===== config.mk =====
export PLATFORM = sky130hd
export DESIGN_NAME = memory_stage
export DESIGN_NICKNAME = d
export VERILOG_FILES = /design/src/rtl/mem_pkg.sv /design/src/rtl/load_store_align.sv /design/src/rtl/memory_stage.sv
export SDC_FILE = /design/constraint.sdc
export NUM_CORES = 1
export LEC_CHECK = 0
export BUFFER_PORTS_ARGS = -buffer_cell sky130_fd_sc_hd__clkbuf_2
export CORE_MARGIN = 1.5
export CORE_UTILIZATION = 33
export DETAILED_ROUTE_END_ITERATION = 10
export PLACE_DENSITY_LB_ADDON = 0.3
export SLEW_MARGIN = 20
export SYNTH_ARGS = -nofsm -noshare
export SYNTH_HDL_FRONTEND = slang
export SYNTH_HIERARCHICAL = 1
export SYNTH_SLANG_ARGS = --single-unit

===== constraint.sdc =====
create_clock -name clk -period 18.9 [get_ports clk]
set_clock_uncertainty 0.15 [all_clocks]
set_input_delay 3.78 -clock clk [delete_from_list [all_inputs] [get_ports clk]]
set_output_delay 3.78 -clock clk [all_outputs]
set_load 0.1 [all_outputs]

===== src/rtl/mem_pkg.sv =====
// Shared encodings for the memory stage and its alignment helper.
//   MEM_OP_*  : mem_op field values from execute
//   MEM_SEL_* : access size / signedness encodings
//   state_t   : memory-stage transaction state
package mem_pkg;

  localparam logic [1:0] MEM_OP_NONE  = 2'b00;
  localparam logic [1:0] MEM_OP_LOAD  = 2'b01;
  localparam logic [1:0] MEM_OP_STORE = 2'b10;

  localparam logic [2:0] MEM_SEL_B  = 3'b000;
  localparam logic [2:0] MEM_SEL_H  = 3'b001;
  localparam logic [2:0] MEM_SEL_W  = 3'b010;
  localparam logic [2:0] MEM_SEL_BU = 3'b100;
  localparam logic [2:0] MEM_SEL_HU = 3'b101;

  typedef enum logic {IDLE, BUS} state_t;

endpackage


===== src/rtl/load_store_align.sv =====
// Combinational lane logic for the memory stage.
// Store side (incoming instruction):
//   mem_sel, addr_off, store_data -> wdata (lane-replicated), be, misalign
// Load side (outstanding transaction):
//   load_sel, load_off, rdata -> load_data (lane-selected, sign/zero extended)
module load_store_align
  import mem_pkg::*;
(
  input  logic [2:0]  mem_sel,
  input  logic [1:0]  addr_off,
  input  logic [31:0] store_data,
  output logic [31:0] wdata,
  output logic [3:0]  be,
  output logic        misalign,
  input  logic [2:0]  load_sel,
  input  logic [1:0]  load_off,
  input  logic [31:0] rdata,
  output logic [31:0] load_data
);

  logic [31:0] shifted;

  // Store lanes are replicated across the word so the byte enables alone
  // pick the target lane. Illegal sizes get no enables and flag a fault.
  always_comb begin
    wdata    = store_data;
    be       = 4'b0000;
    misalign = 1'b0;
    case (mem_sel)
      MEM_SEL_B, MEM_SEL_BU: begin
        wdata = {4{store_data[7:0]}};
        be    = 4'b0001 << addr_off;
      end
      MEM_SEL_H, MEM_SEL_HU: begin
        wdata    = {2{store_data[15:0]}};
        be       = 4'b0011 << addr_off;
        misalign = addr_off[0];
      end
      MEM_SEL_W: begin
        be       = 4'b1111;
        misalign = (addr_off != 2'b00);
      end
      default: misalign = 1'b1;
    endcase
  end

  // Shift the addressed lane down to bit 0, then extend by size. Word
  // accesses are always aligned here, so the shift is zero for them.
  always_comb begin
    shifted   = rdata >> {load_off, 3'b000};
    load_data = 32'h0;
    case (load_sel)
      MEM_SEL_B:  load_data = {{24{shifted[7]}}, shifted[7:0]};
      MEM_SEL_BU: load_data = {24'h0, shifted[7:0]};
      MEM_SEL_H:  load_data = {{16{shifted[15]}}, shifted[15:0]};
      MEM_SEL_HU: load_data = {16'h0, shifted[15:0]};
      MEM_SEL_W:  load_data = shifted;
      default:    load_data = 32'h0;
    endcase
  end

endmodule


===== src/rtl/memory_stage.sv =====
// Memory pipeline stage: one outstanding request/ack data-memory access,
// load alignment/extension, and a valid/ready registered result.
//   clk, rst                : clock, async active-high reset
//   in_valid/in_ready/flush : upstream handshake and kill
//   alu_result .. pc_adder_result : instruction fields from execute
//   dmem_*                  : data-memory bus (request held until ack)
//   out_valid/out_ready     : downstream handshake
//   out_*                   : registered result fields
//   misalign, bus_err       : fault flags travelling with the result
module memory_stage
  import mem_pkg::*;
#(
  parameter int BUS_TIMEOUT = 255
) (
  input  logic        clk,
  input  logic        rst,
  input  logic        in_valid,
  output logic        in_ready,
  input  logic        flush,
  input  logic [31:0] alu_result,
  input  logic [31:0] rs2_data,
  input  logic [1:0]  mem_op,
  input  logic [2:0]  mem_sel,
  input  logic [1:0]  wb_sel,
  input  logic [4:0]  rd,
  input  logic        reg_we,
  input  logic [31:0] pc_adder_result,
  output logic        dmem_req,
  output logic        dmem_we,
  output logic [31:0] dmem_addr,
  output logic [31:0] dmem_wdata,
  output logic [3:0]  dmem_be,
  input  logic        dmem_ack,
  input  logic [31:0] dmem_rdata,
  output logic        out_valid,
  input  logic        out_ready,
  output logic [31:0] out_alu_result,
  output logic [31:0] out_load_data,
  output logic [31:0] out_pc_adder_result,
  output logic [1:0]  out_wb_sel,
  output logic [4:0]  out_rd,
  output logic        out_reg_we,
  output logic        misalign,
  output logic        bus_err
);

  state_t      state, state_next;
  logic [15:0] count;
  logic        p_is_load;
  logic        p_flushed;
  logic [2:0]  p_sel;
  logic [1:0]  p_off;
  logic        accept, is_mem, ack_done, timeout_hit;
  logic [31:0] st_wdata, ld_data;
  logic [3:0]  st_be;
  logic        st_misalign;

  load_store_align u_align (
    .mem_sel   (mem_sel),
    .addr_off  (alu_result[1:0]),
    .store_data(rs2_data),
    .wdata     (st_wdata),
    .be        (st_be),
    .misalign  (st_misalign),
    .load_sel  (p_sel),
    .load_off  (p_off),
    .rdata     (dmem_rdata),
    .load_data (ld_data)
  );

  assign in_ready    = (state == IDLE) && (!out_valid || out_ready);
  assign accept      = in_valid && in_ready && !flush;
  assign is_mem      = (mem_op == MEM_OP_LOAD) || (mem_op == MEM_OP_STORE);
  assign ack_done    = (state == BUS) && dmem_ack;
  // Ack on the final cycle takes priority over the timeout.
  assign timeout_hit = (state == BUS) && !dmem_ack && (count == 16'(BUS_TIMEOUT - 1));

  // Only aligned loads/stores touch the bus; everything else resolves in IDLE.
  always_comb begin
    state_next = state;
    case (state)
      IDLE: if (accept && is_mem && !st_misalign) state_next = BUS;
      BUS:  if (ack_done || timeout_hit) state_next = IDLE;
      default: state_next = IDLE;
    endcase
  end

  always_ff @(posedge clk or posedge rst) begin
    if (rst) state <= IDLE;
    else     state <= state_next;
  end

  // Result and bus registers. Pass-through fields are captured at
  // acceptance; out_valid stays low through BUS so they may change freely
  // then. A flush seen in any BUS cycle suppresses the eventual result.
  always_ff @(posedge clk or posedge rst) begin
    if (rst) begin
      count               <= '0;
      p_is_load           <= 1'b0;
      p_flushed           <= 1'b0;
      p_sel               <= '0;
      p_off               <= '0;
      dmem_req            <= 1'b0;
      dmem_we             <= 1'b0;
      dmem_addr           <= '0;
      dmem_wdata          <= '0;
      dmem_be             <= '0;
      out_valid           <= 1'b0;
      out_alu_result      <= '0;
      out_load_data       <= '0;
      out_pc_adder_result <= '0;
      out_wb_sel          <= '0;
      out_rd              <= '0;
      out_reg_we          <= 1'b0;
      misalign            <= 1'b0;
      bus_err             <= 1'b0;
    end else if (state == IDLE) begin
      if (out_ready || flush) out_valid <= 1'b0;
      if (accept) begin
        out_alu_result      <= alu_result;
        out_pc_adder_result <= pc_adder_result;
        out_wb_sel          <= wb_sel;
        out_rd              <= rd;
        out_load_data       <= '0;
        bus_err             <= 1'b0;
        if (!is_mem) begin
          out_valid  <= 1'b1;
          out_reg_we <= reg_we;
          misalign   <= 1'b0;
        end else if (st_misalign) begin
          out_valid  <= 1'b1;
          out_reg_we <= 1'b0;
          misalign   <= 1'b1;
        end else begin
          out_reg_we <= reg_we;
          misalign   <= 1'b0;
          dmem_req   <= 1'b1;
          dmem_we    <= (mem_op == MEM_OP_STORE);
          dmem_addr  <= {alu_result[31:2], 2'b00};
          dmem_wdata <= st_wdata;
          dmem_be    <= st_be;
          count      <= '0;
          p_is_load  <= (mem_op == MEM_OP_LOAD);
          p_flushed  <= 1'b0;
          p_sel      <= mem_sel;
          p_off      <= alu_result[1:0];
        end
      end
    end else begin
      if (flush) p_flushed <= 1'b1;
      if (ack_done) begin
        dmem_req <= 1'b0;
        count    <= '0;
        if (p_is_load) out_load_data <= ld_data;
        out_valid <= !(p_flushed || flush);
      end else if (timeout_hit) begin
        dmem_req   <= 1'b0;
        count      <= '0;
        bus_err    <= 1'b1;
        out_reg_we <= 1'b0;
        out_valid  <= !(p_flushed || flush);
      end else begin
        count <= count + 16'd1;
      end
    end
  end

endmodule


== Word level (Yosys, flattened, before mapping) ==
Cells that the tools add are included.
W data, S select, Z words.

* Bits of input ports: 147
* Register bits: 199
* Word-level logic and storage cells: 122

* Equal/unequal tests: 18
* Muxes and demuxes: 46
* Bitwise operators: 2
* Shift operators: 3
* $add $sub $neg: 1
* Reductions and logical operators: 32

{| class="wikitable"
|+ Operators by type and width
! operator !! number
|-
| $pmux W32 S5 || 1
|-
| $mux W32 || 4
|-
| $mux W16 || 6
|-
| $pmux W32 S2 || 1
|-
| $shr A32 B5 Y32 || 1
|-
| $mux W1 || 31
|-
| $add A16 B1 Y16 const B || 1
|-
| $eq A16 B8 Y1 const B || 1
|-
| $eq A3 B3 Y1 const B || 4
|-
| $pmux W4 S3 || 1
|-
| $reduce_and A4 Y1 || 3
|-
| $reduce_and A3 Y1 || 3
|-
| $logic_and A1 B1 Y1 || 8
|-
| $eq A3 B1 Y1 const B || 2
|-
| $eq A3 B2 Y1 const B || 2
|-
| $logic_not A3 Y1 || 2
|-
| $ne A2 B1 Y1 const B || 3
|-
| $ne A2 B2 Y1 const B || 3
|-
| $reduce_bool A2 Y1 || 3
|-
| $logic_not A1 Y1 || 5
|-
| $logic_or A1 B1 Y1 || 5
|-
| $reduce_or A2 Y1 || 2
|-
| $shl A1 B2 Y4 const A || 1
|-
| $shl A2 B2 Y4 const A || 1
|-
| other kinds (7) || 8
|}

== Logic depth before layout (Yosys ltp) ==
Gate-level depths: netlist of run 1.

* Depth in word-level cells: 9
* Gate-level depth with buffers: 7
* Depth with buffers taken out: 6

== By module ==
The synthesis of run 1 kept the hierarchy.

{| class="wikitable"
|+ Modules (own cells, without submodules)
! module !! times used !! area each (µm²) !! sequential area each (µm²) !! cells an instance
|-
| memory_stage || 1 || 7958.9 || 4979.8 || 593
|-
| load_store_align || 1 || 1341.3 || 0.0 || 175
|}

== Worst setup path after synthesis of run 1 ==
No wires, ideal clock.

* Path kind: input-to-output
* Start: input out_ready
* End: output in_ready
* Buffers on the path: 0
* Setup slack: 9.647 ns
* Arrival: 5.323 ns
* Stages: 2
* Cell sequence: and2b_1 nor2_1

* Longest elaborated chain between the ends: 2

{| class="wikitable"
|+ Ends and longest elaborated chain
! what !! line !! RTL
|-
| start, declared || memory_stage.sv:36 || <nowiki>input logic out_ready,</nowiki>
|-
| $logic_or A1 B1 Y1 || memory_stage.sv:71 || <nowiki>assign in_ready = (state == IDLE) && (!out_valid || out_ready);</nowiki>
|-
| $logic_and A1 B1 Y1 || memory_stage.sv:71 ||
|-
| end, declared || memory_stage.sv:18 || <nowiki>output logic in_ready,</nowiki>
|}

No other way between the ends.

== Worst setup path in the final report of run 1 ==
Ends and elaborated chain as after synthesis.

==> results.json, run 1 <==
{
  "outcome": "completed",
  "worstHoldEndpoint": "dmem_wdata[25]$_DFFE_PP0P_",
  "vias_per_cell": 4.89,
  "synth-edff-count": 0,
  "slew_headroom_pct": 37.5,
  "synthCells": 768,
  "fp.dieArea_mm2": 0.0292,
  "maxSlewViolCount": 0,
  "ioPinCount": 325,
  "cts_resized": 0,
  "syn-cell-area_mm2": 0.00930,
  "fin_nets": 1209,
  "antenna_cells": 0,
  "syn_to_final_growth_pct": 26.0,
  "crit_family": "buffers and inverters",
  "hp-class": "reg -> reg",
  "cts_sinks": 199,
  "root_buffer": "clkbuf_16",
  "htree_num_levels": 4,
  "antenna_found_initial": 0,
  "worstMarginPinSlew_ps": 934,
  "synth_cell_types": 60,
  "grt_max_degree": 132,
  "grt_overflow": 0,
  "layout.cells.non_filler": 1449,
  "ys_warn_count": 6,
  "core_mm2": 0.0278,
  "initial_utilization_pct": 33.5,
  "drc_errors": 0,
  "critPathLaunchType": "input pin",
  "setup.worst_path.end_class": "primary output",
  "routed_wl_um": 24600,
  "synth-seq-area-share_pct": 53.5,
  "hold_viol": 0,
  "cts_tree": "done",
  "port_buffers": 322,
  "timing.critical_path.buf_inv": 2,
  "drtIter0Drc": 441,
  "first_pass_iters": 4,
  "max_cap_violations": 0,
  "cts_buffer_depth": 2,
  "ant_nets": 0,
  "leakage_nw": 5.51,
  "dpl.cell_count": 1417,
  "drive_above_1_share_pct": 47.8,
  "die_w_um": 171,
  "gp_congestion": 0.832,
  "synth_ff_type": "dfrtp_1",
  "path_cells": "clkbuf_2 > and2b_1 > nor2_1 > clkbuf_2",
  "via_count": 7090,
  "hold_depth": 1,
  "grt_pass1_vias": 6964,
  "grt_pass1_wl_um": 38000,
  "path_class": "in -> out",
  "cts_setup_buffers": 0,
  "max_clock_freq_ghz": 0.115,
  "crit_slowest_cell": "clkbuf_2",
  "total_power_mw": 1.96,
  "setup_ws_ps": 10210,
  "worst_r2r_endpoint": "count[6]$_DFFE_PP0P_",
  "clk_latency_ps": 420,
  "worst_path_largest_cell_delay_ps": 480,
  "wl_per_cell_um": 17.0,
  "crit_top_cell": "clkbuf_2",
  "r2r-start": "count[0]$_DFFE_PP0P_",
  "layout_commonest_cell": "clkbuf_2",
  "cts_hold_buffers": 0,
  "powerDensity_mw_per_mm2": 168,
  "required_ps": 14970,
  "synth-async-reset-ratio_pct": 100,
  "preCtsSetupSlack_ps": 10220,
  "cp_max_fo": 4,
  "r2r.worst_path.cells": 6,
  "fin_crit_ps": 8690,
  "post-route-period-util_pct": 46.0,
  "dp_hpwl_um": 17300,
  "cts_buffers": 17,
  "crit_cells": 4,
  "grt_setup_unrepaired": "false",
  "final_cell_mix": "clkbuf_2, dfrtp_1, mux2_2",
  "irDropWorstVdd_mv": 0.121,
  "synth-seq-cells": 199,
  "num_rows": 61,
  "clkTransAtPathRegs_ps": 80,
  "hold_path.startpoint": "dmem_wdata[25]$_DFFE_PP0P_",
  "die_h_um": 171,
  "r2r_setup_slack_ps": 16190,
  "finalSetupViolCount": 0,
  "worstPathArrival_ps": 4760,
  "grt_usage_pct": 16.7,
  "setup_tns_ps": 0,
  "synth.avg_cell_area_um2": 12.1
}
worst max path at each step:
stage	from	end	slack (ps)
6_report	out_ready	in_ready	10210
3_3_place_gp	out_ready	in_ready	10230
4_1_cts	out_ready	in_ready	10220
5_1_grt	out_ready	in_ready	10160
3_5_place_dp	out_ready	in_ready	10220
2_1_floorplan	rst	bus_err$_DFFE_PP0P_	9540
worst reg2reg max path, cell delays in order, from the launching register on:
cell	delay, ps
dfrtp_1	450
inv_1	90
ha_1	140
nor4b_1	260
nand4_1	750
nand2_1	580
o21ai_0	170
flip-flops by register name, indices dropped and copies added, names as in the netlist:
| register | flops |
|---|---|
| out_pc_adder_result | 32 |
| p_sel | 3 |
| count | 16 |
| dmem_req | 1 |
| misalign | 1 |
| state | 1 |
| p_flushed | 1 |
| p_off | 2 |
| out_load_data | 32 |
| out_reg_we | 1 |
| out_alu_result | 32 |
| out_valid | 1 |
| out_rd | 5 |
| dmem_wdata | 32 |
| out_wb_sel | 2 |
| dmem_we | 1 |
| dmem_addr | 30 |
| p_is_load | 1 |
| dmem_be | 4 |
| bus_err | 1 |
cells in the mapped netlist, types with 3 or more instances:
| cell | instances | share of area, % |
|---|---|---|
| nand3b_1 | 11 | 0.89 |
| nand4_1 | 6 | 0.40 |
| o21ai_0 | 59 | 3.2 |
| mux2i_1 | 18 | 1.9 |
| nor2_1 | 15 | 0.61 |
| xor2_1 | 3 | 0.28 |
| clkbuf_1 | 19 | 0.77 |
| o31ai_1 | 4 | 0.32 |
| a22oi_1 | 6 | 0.48 |
| buf_6 | 7 | 0.85 |
| buf_1 | 3 | 0.12 |
| nor2b_1 | 4 | 0.27 |
| mux2_2 | 139 | 17 |
| buf_4 | 15 | 1.2 |
| buf_2 | 15 | 0.81 |
| and3_1 | 3 | 0.20 |
| a211oi_1 | 7 | 0.57 |
| a31oi_1 | 14 | 0.94 |
| ha_1 | 4 | 0.54 |
| o211ai_1 | 18 | 1.5 |
| dfrtp_1 | 199 | 54 |
| nand3_1 | 12 | 0.65 |
| mux2_1 | 37 | 4.5 |
| inv_1 | 14 | 0.57 |
| nand2_1 | 94 | 3.8 |
report_power, final:
group	total, mW	internal [mW]	switching (mW)
clock network	0.376	0.183	0.194
registers	0.577	0.520	0.0569
logic	1.01	0.177	0.832
per-layer routing:
layer / share of wire (%) / global-route usage [%] / vias to the layer above
met3: 8.1 / 5.44 / 29
met5: 0 / 0 / -
met2: 47 / 27.0 / 261
met1: 43 / 20.7 / 3479
li1: - / - / 3321
met4: 2.1 / 6.52 / 0
metrics by stage:
| step | utilization, % | hold slack, ps | instance area (um^2) |
|---|---|---|---|
| floorplan | - | 302 | 9300 |
| global placement | 40.0 | 318 | 11100 |
| detailed placement | 40.0 | 324 | 11100 |
| CTS | 42.2 | 343 | 11700 |
| global route | 42.2 | 351 | 11700 |
| finish | 42.2 | 340 | 11700 |
final cells by class:
cell class | instances | area, um^2
multi-input cells | 496 | 3920
fillers | 2742 | 16100
clock inverters | 14 | 188
clock buffers | 18 | 429
well taps | 378 | 473
inverters | 14 | 60.1
flip-flops and latches | 199 | 4980
repair buffers | 330 | 1670
kinds of logic after synthesis:
family / Yosys count / synth area share (%)
fa+ha+maj: 4 / 0.538
compound gates: 126 / 8.61
other cells: 1 / 0.0403
xor+xnor: 3 / 0.283
simple gates: 166 / 9.12
buf+inv: 74 / 4.37
flops: 199 / 53.5
mux: 195 / 23.5
(Power assumes the default switching activity.)
==> run 2, diff against run 1 <==
==> constraint.sdc (replaced) <==
create_clock -name clk -period 8.2 [get_ports clk]
set_clock_uncertainty 0.15 [all_clocks]
set_input_delay 1.64 -clock clk [delete_from_list [all_inputs] [get_ports clk]]
set_output_delay 1.64 -clock clk [all_outputs]
set_load 0.1 [all_outputs]
==> results.json, run 2 (synthesis gave the netlist of run 1 again) <==
{
  "outcome": "completed",
  "ioPinCount": 325,
  "fin_crit_ps": 4430,
  "irDropWorstVdd_mv": 0.285,
  "num_rows": 61,
  "finalSetupViolCount": 0,
  "cts_buffer_depth": 2,
  "routed_wl_um": 24600,
  "gp_congestion": 0.817,
  "fin_nets": 1209,
  "required_ps": 6410,
  "initial_utilization_pct": 33.5,
  "setup.worst_path.end_class": "primary output",
  "hp-class": "reg -> reg",
  "antenna_found_initial": 0,
  "cp_max_fo": 4,
  "startpoint": "out_ready",
  "fp.dieArea_mm2": 0.0292,
  "path_class": "in -> out",
  "powerDensity_mw_per_mm2": 388,
  "hold_viol": 0,
  "final_cell_mix": "clkbuf_2, dfrtp_1, mux2_2",
  "leakage_nw": 5.53,
  "r2r.worst_path.cells": 6,
  "post-route-period-util_pct": 54.0,
  "cts_hold_buffers": 0,
  "cts_sinks": 199,
  "grt_pass1_vias": 6849,
  "drive_above_1_share_pct": 47.9,
  "final_util_pct": 42.3,
  "grt_max_degree": 131,
  "clk_latency_ps": 420,
  "drc_errors": 0,
  "syn_to_final_growth_pct": 26.5,
  "first_pass_iters": 5,
  "cts_setup_buffers": 0,
  "slew_headroom_pct": 37.0,
  "clkTransAtPathRegs_ps": 80,
  "die_h_um": 171,
  "wl_per_cell_um": 16.9,
  "die_w_um": 171,
  "max_clock_freq_ghz": 0.226,
  "grt_overflow": 0,
  "r2r-start": "count[0]$_DFFE_PP0P_",
  "cts_tree": "done",
  "port_buffers": 322,
  "critPathLaunchType": "input pin",
  "root_buffer": "clkbuf_16",
  "drtIter0Drc": 460,
  "grt_usage_pct": 16.8,
  "cts_resized": 0,
  "antenna_cells": 0,
  "vias_per_cell": 4.83,
  "setup_tns_ps": 0,
  "dp_hpwl_um": 17700,
  "max_cap_violations": 0,
  "maxSlewViolCount": 0,
  "hold_path.startpoint": "dmem_wdata[13]$_DFFE_PP0P_",
  "grt_setup_unrepaired": "false",
  "via_count": 7000,
  "ant_nets": 0,
  "hold_depth": 1,
  "layout_commonest_cell": "clkbuf_2",
  "core_mm2": 0.0278,
  "grt_pass1_wl_um": 38200,
  "cts_buffers": 17,
  "worstPathArrival_ps": 2640,
  "worstMarginPinSlew_ps": 944,
  "htree_num_levels": 4
}
[run 2: changes by cell type in the layout (fill, tap and decap cells not counted), sizes merged]
| cell | change |
|---|---|
| inv | -1 |
| clkinv | +1 |
| clkbuf | -1 |
| bufinv | +1 |
[run 2: path summary, 6_finish.rpt]
path	end	slack [ps]
max	in_ready	3770
min	dmem_wdata[13]$_DFFE_PP0P_	340
max reg2reg	count[15]$_DFFE_PP0P_	5520
min reg2reg	dmem_wdata[13]$_DFFE_PP0P_	340
max in group asynchronous	p_flushed$_DFFE_PP0P_	5090
min in group asynchronous	out_pc_adder_result[17]$_DFFE_PP0P_	1170
[run 2: metrics by stage]
stage	instance area, um^2	std cells	hold slack (ps)	setup WS, ps	total power, mW
floorplan	9300	769	302	984	3.29
global placement	11100	1417	319	3690	3.67
detailed placement	11100	1417	324	3620	3.69
CTS	11800	1449	342	3760	4.61
global route	11800	1449	352	3740	4.75
finish	11800	1449	340	3770	4.57
[run 2: worst max-delay path, cell delays in order]
cell	delay, ps
clkbuf_2	80
and2b_1	270
nor2_1	160
clkbuf_2	480
[run 2: metal layers]
| layer | wire length (um) | GRT usage (%) |
|---|---|---|
| met3 | 1900 | 5.53 |
| met4 | 273 | 4.20 |
| met5 | 0 | 0 |
| met1 | 10500 | 21.1 |
| met2 | 11800 | 28.0 |
[run 2: power breakdown]
part	total, mW	switching, mW	internal [mW]	leakage (nW)
Clock	0.910	0.454	0.456	0.315
Combinational	2.32	1.91	0.408	2.73
Sequential	1.34	0.136	1.20	2.48
[run 2: cell type report]
| cell class | count | area (um^2) |
|---|---|---|
| Timing Repair Buffer | 330 | 1670 |
| Multi-Input combinational cell | 496 | 3920 |
| Clock buffer | 17 | 425 |
| Inverter | 14 | 60.1 |
| Fill cell | 2749 | 16000 |
| Tap cell | 378 | 473 |
| Sequential cell | 199 | 4980 |
| Clock inverter | 15 | 233 |
==> run 3, diff against run 2 <==
--- a/config.mk
+++ b/config.mk
@@ -5,6 +5,7 @@
 export SDC_FILE = /design/constraint.sdc
 export NUM_CORES = 1
 export LEC_CHECK = 0
+export ABC_AREA = 1
 export BUFFER_PORTS_ARGS = -buffer_cell sky130_fd_sc_hd__clkbuf_2
 export CORE_MARGIN = 1.5
 export CORE_UTILIZATION = 33
==> constraint.sdc (replaced) <==
create_clock -name clk -period 3.55 [get_ports clk]
set_clock_uncertainty 0.15 [all_clocks]
set_input_delay 0.71 -clock clk [delete_from_list [all_inputs] [get_ports clk]]
set_output_delay 0.71 -clock clk [all_outputs]
set_load 0.1 [all_outputs]
==> results.json, run 3 <==
{
  "ys_top_cells_by_count": "nand2_1, dfrtp_1, o21ai_0, inv_1, nand3_1",
  "post-route-period-util_pct": 81.7,
  "synth-seq-area-share_pct": 52.3,
  "clk_latency_ps": 440,
  "fp.dieArea_mm2": 0.0299,
  "via_count": 8721,
  "grt_pass1_vias": 8501,
  "ys_warn_count": 6,
  "max_clock_freq_ghz": 0.345,
  "layout.cells.non_filler": 1911,
  "slew_headroom_pct": 46.1,
  "irDropWorstVdd_mv": 0.492,
  "powerDensity_mw_per_mm2": 826,
  "cts_buffers": 17,
  "dp_hpwl_um": 20200,
  "syn_to_final_growth_pct": 25.8,
  "synth-seq-cells": 199,
  "p_sw_share_pct": 54.5,
  "final_util_pct": 41.9,
  "power_report.internal_total_mw": 4.50,
  "path_cells": "a21oi_4 > clkbuf_2",
  "drive_above_1_share_pct": 25.0,
  "synth.avg_cell_area_um2": 7.72,
  "synth_top_cell_by_area": "dfrtp_1",
  "routed_wl_um": 27800,
  "grt_overflow": 0,
  "total_power_mw": 9.89,
  "antenna_cells": 0,
  "preCtsSetupSlack_ps": 477,
  "cts_buffer_depth": 2,
  "ant_nets": 0,
  "cts_resized": 0,
  "cts_tree": "done",
  "clock_power_share_pct": 20.8,
  "drtIter0Drc": 598,
  "worst_path_largest_cell_delay_ps": 680,
  "setup_tns_ps": 0,
  "synth_ff_type": "dfrtp_1",
  "yosysMostFrequentCell": "nand2_1",
  "required_ps": 2690,
  "grt_setup_unrepaired": "false",
  "fin_crit_ps": 2900,
  "fin_nets": 1665,
  "vias_per_cell": 4.56,
  "ioPinCount": 325,
  "drc_errors": 0,
  "leakage_nw": 6.84,
  "dpl.cell_count": 1879,
  "port_buffers": 322,
  "clkTransAtPathRegs_ps": 80,
  "timing.critical_path.buf_inv": 1,
  "grt_pass1_wl_um": 46000,
  "final_cell_mix": "nand2_1, clkbuf_2, dfrtp_1",
  "num_rows": 62,
  "critPathLaunchType": "flop",
  "outcome": "completed",
  "yosys-top-cells-area": "dfrtp_1, nand2_1, o21ai_0",
  "max_cap_violations": 0,
  "netlist.area_leader.share_pct": 52.3,
  "comb_power_share_pct": 48.9,
  "crit_slowest_cell": "dfrtp_1",
  "gp_congestion": 0.858,
  "syn-cell-area_mm2": 0.00952,
  "finalSetupViolCount": 0,
  "die_h_um": 173,
  "hp-class": "in -> async",
  "first_pass_iters": 5,
  "die_w_um": 173,
  "cts_hold_buffers": 0,
  "grt_max_degree": 84,
  "worstMarginPinSlew_ps": 809,
  "htree_num_levels": 4,
  "path_class": "reg -> out",
  "setup_ws_ps": 648,
  "cp_max_fo": 19,
  "crit_cells": 2,
  "power_switching_mw": 5.39,
  "root_buffer": "clkbuf_16",
  "seq_power_share_pct": 30.3,
  "r2r.worst_path.cells": 5,
  "crit_family": "flip-flops",
  "layout_commonest_cell": "nand2_1",
  "hold_viol": 0,
  "synth-edff-count": 0,
  "initial_utilization_pct": 33.4,
  "core_mm2": 0.0285,
  "maxSlewViolCount": 0,
  "worstPathArrival_ps": 2040,
  "synth_cell_types": 28,
  "cts_setup_buffers": 0,
  "setup.worst_path.end_class": "primary output",
  "grt_usage_pct": 19.3,
  "cts_sinks": 199,
  "antenna_found_initial": 0,
  "synthCells": 1233,
  "synth-async-reset-ratio_pct": 100,
  "wl_per_cell_um": 14.6
}
==> run 3: changes by cell type in the layout (fill, tap and decap cells not counted), sizes merged, moves of 9 or more <==
| cell | previous run | this run |
|---|---|---|
| nand2 | 94 | 540 |
| mux2 | 176 | 0 |
| inv | 21 | 113 |
| nand3 | 12 | 95 |
| o21ai | 60 | 116 |
| nor2 | 15 | 51 |
| mux2i | 18 | 0 |
| a31oi | 14 | 0 |
| nand3b | 12 | 0 |
| nand4 | 6 | 18 |
| o211ai | 19 | 7 |
| a21oi | 2 | 11 |
==> run 3: path summary, 6_finish.rpt <==
| check | from | endpoint | slack, ps |
|---|---|---|---|
| hold reg to reg | out_pc_adder_result[20]$_DFFE_PP0P_ | out_pc_adder_result[20]$_DFFE_PP0P_ | 330 |
| setup / recovery | state$_DFF_PP0_ | in_ready | 650 |
| hold / removal | rst | out_alu_result[16]$_DFFE_PP0P_ | 80 |
| setup reg to reg | state$_DFF_PP0_ | dmem_wdata[5]$_DFFE_PP0P_ | 1080 |
| max in group asynchronous | rst | out_load_data[5]$_DFFE_PP0P_ | 2410 |
| min in group clk | pc_adder_result[12] | out_pc_adder_result[12]$_DFFE_PP0P_ | 310 |
==> run 3: cells by family after synthesis <==
group	share of synthesized area [%]
buffers and inverters	8.78
other	0.0394
and+or+nand+nor	30.3
xor gates and xnor gates	0.460
AOI/OAI and AO/OA	7.58
DFF	52.3
adders and majority gates	0.526
==> run 3: final cells by class <==
type                    instances  area (um^2)
clock buffers                  19          433
clock inverters                13          185
fillers                      3024        16600
inverters                     109          418
multi-input cells             853         3730
flip-flops and latches        199         4980
well taps                     384          480
repair buffers                334         1750
==> run 3: power groups by stage <==
stage	combinational, mW	clock [mW]	sequential, mW
floorplan	1.06	0	5.97
global placement	4.83	0	3.03
detailed placement	4.86	0	3.03
CTS	4.86	2.12	3.00
global route	5.10	2.21	3.06
finish	4.83	2.06	3.00
==> run 3: metrics by stage <==
stage,hold slack [ps],instance area (um^2)
6_report,77.3,12000
3_3_place_gp,311,11300
2_1_floorplan,299,9530
3_5_place_dp,314,11300
5_1_grt,74.5,12000
4_1_cts,67.9,12000
==> run 3: per-layer routing <==
metal / global-route usage [%] / up-vias / share of wire (%)
li1: - / 4402 / -
met1: 25.7 / 3998 / 45
met2: 30.4 / 277 / 46
met3: 4.84 / 44 / 6.5
met4: 6.88 / 0 / 2.5
met5: 0 / - / 0
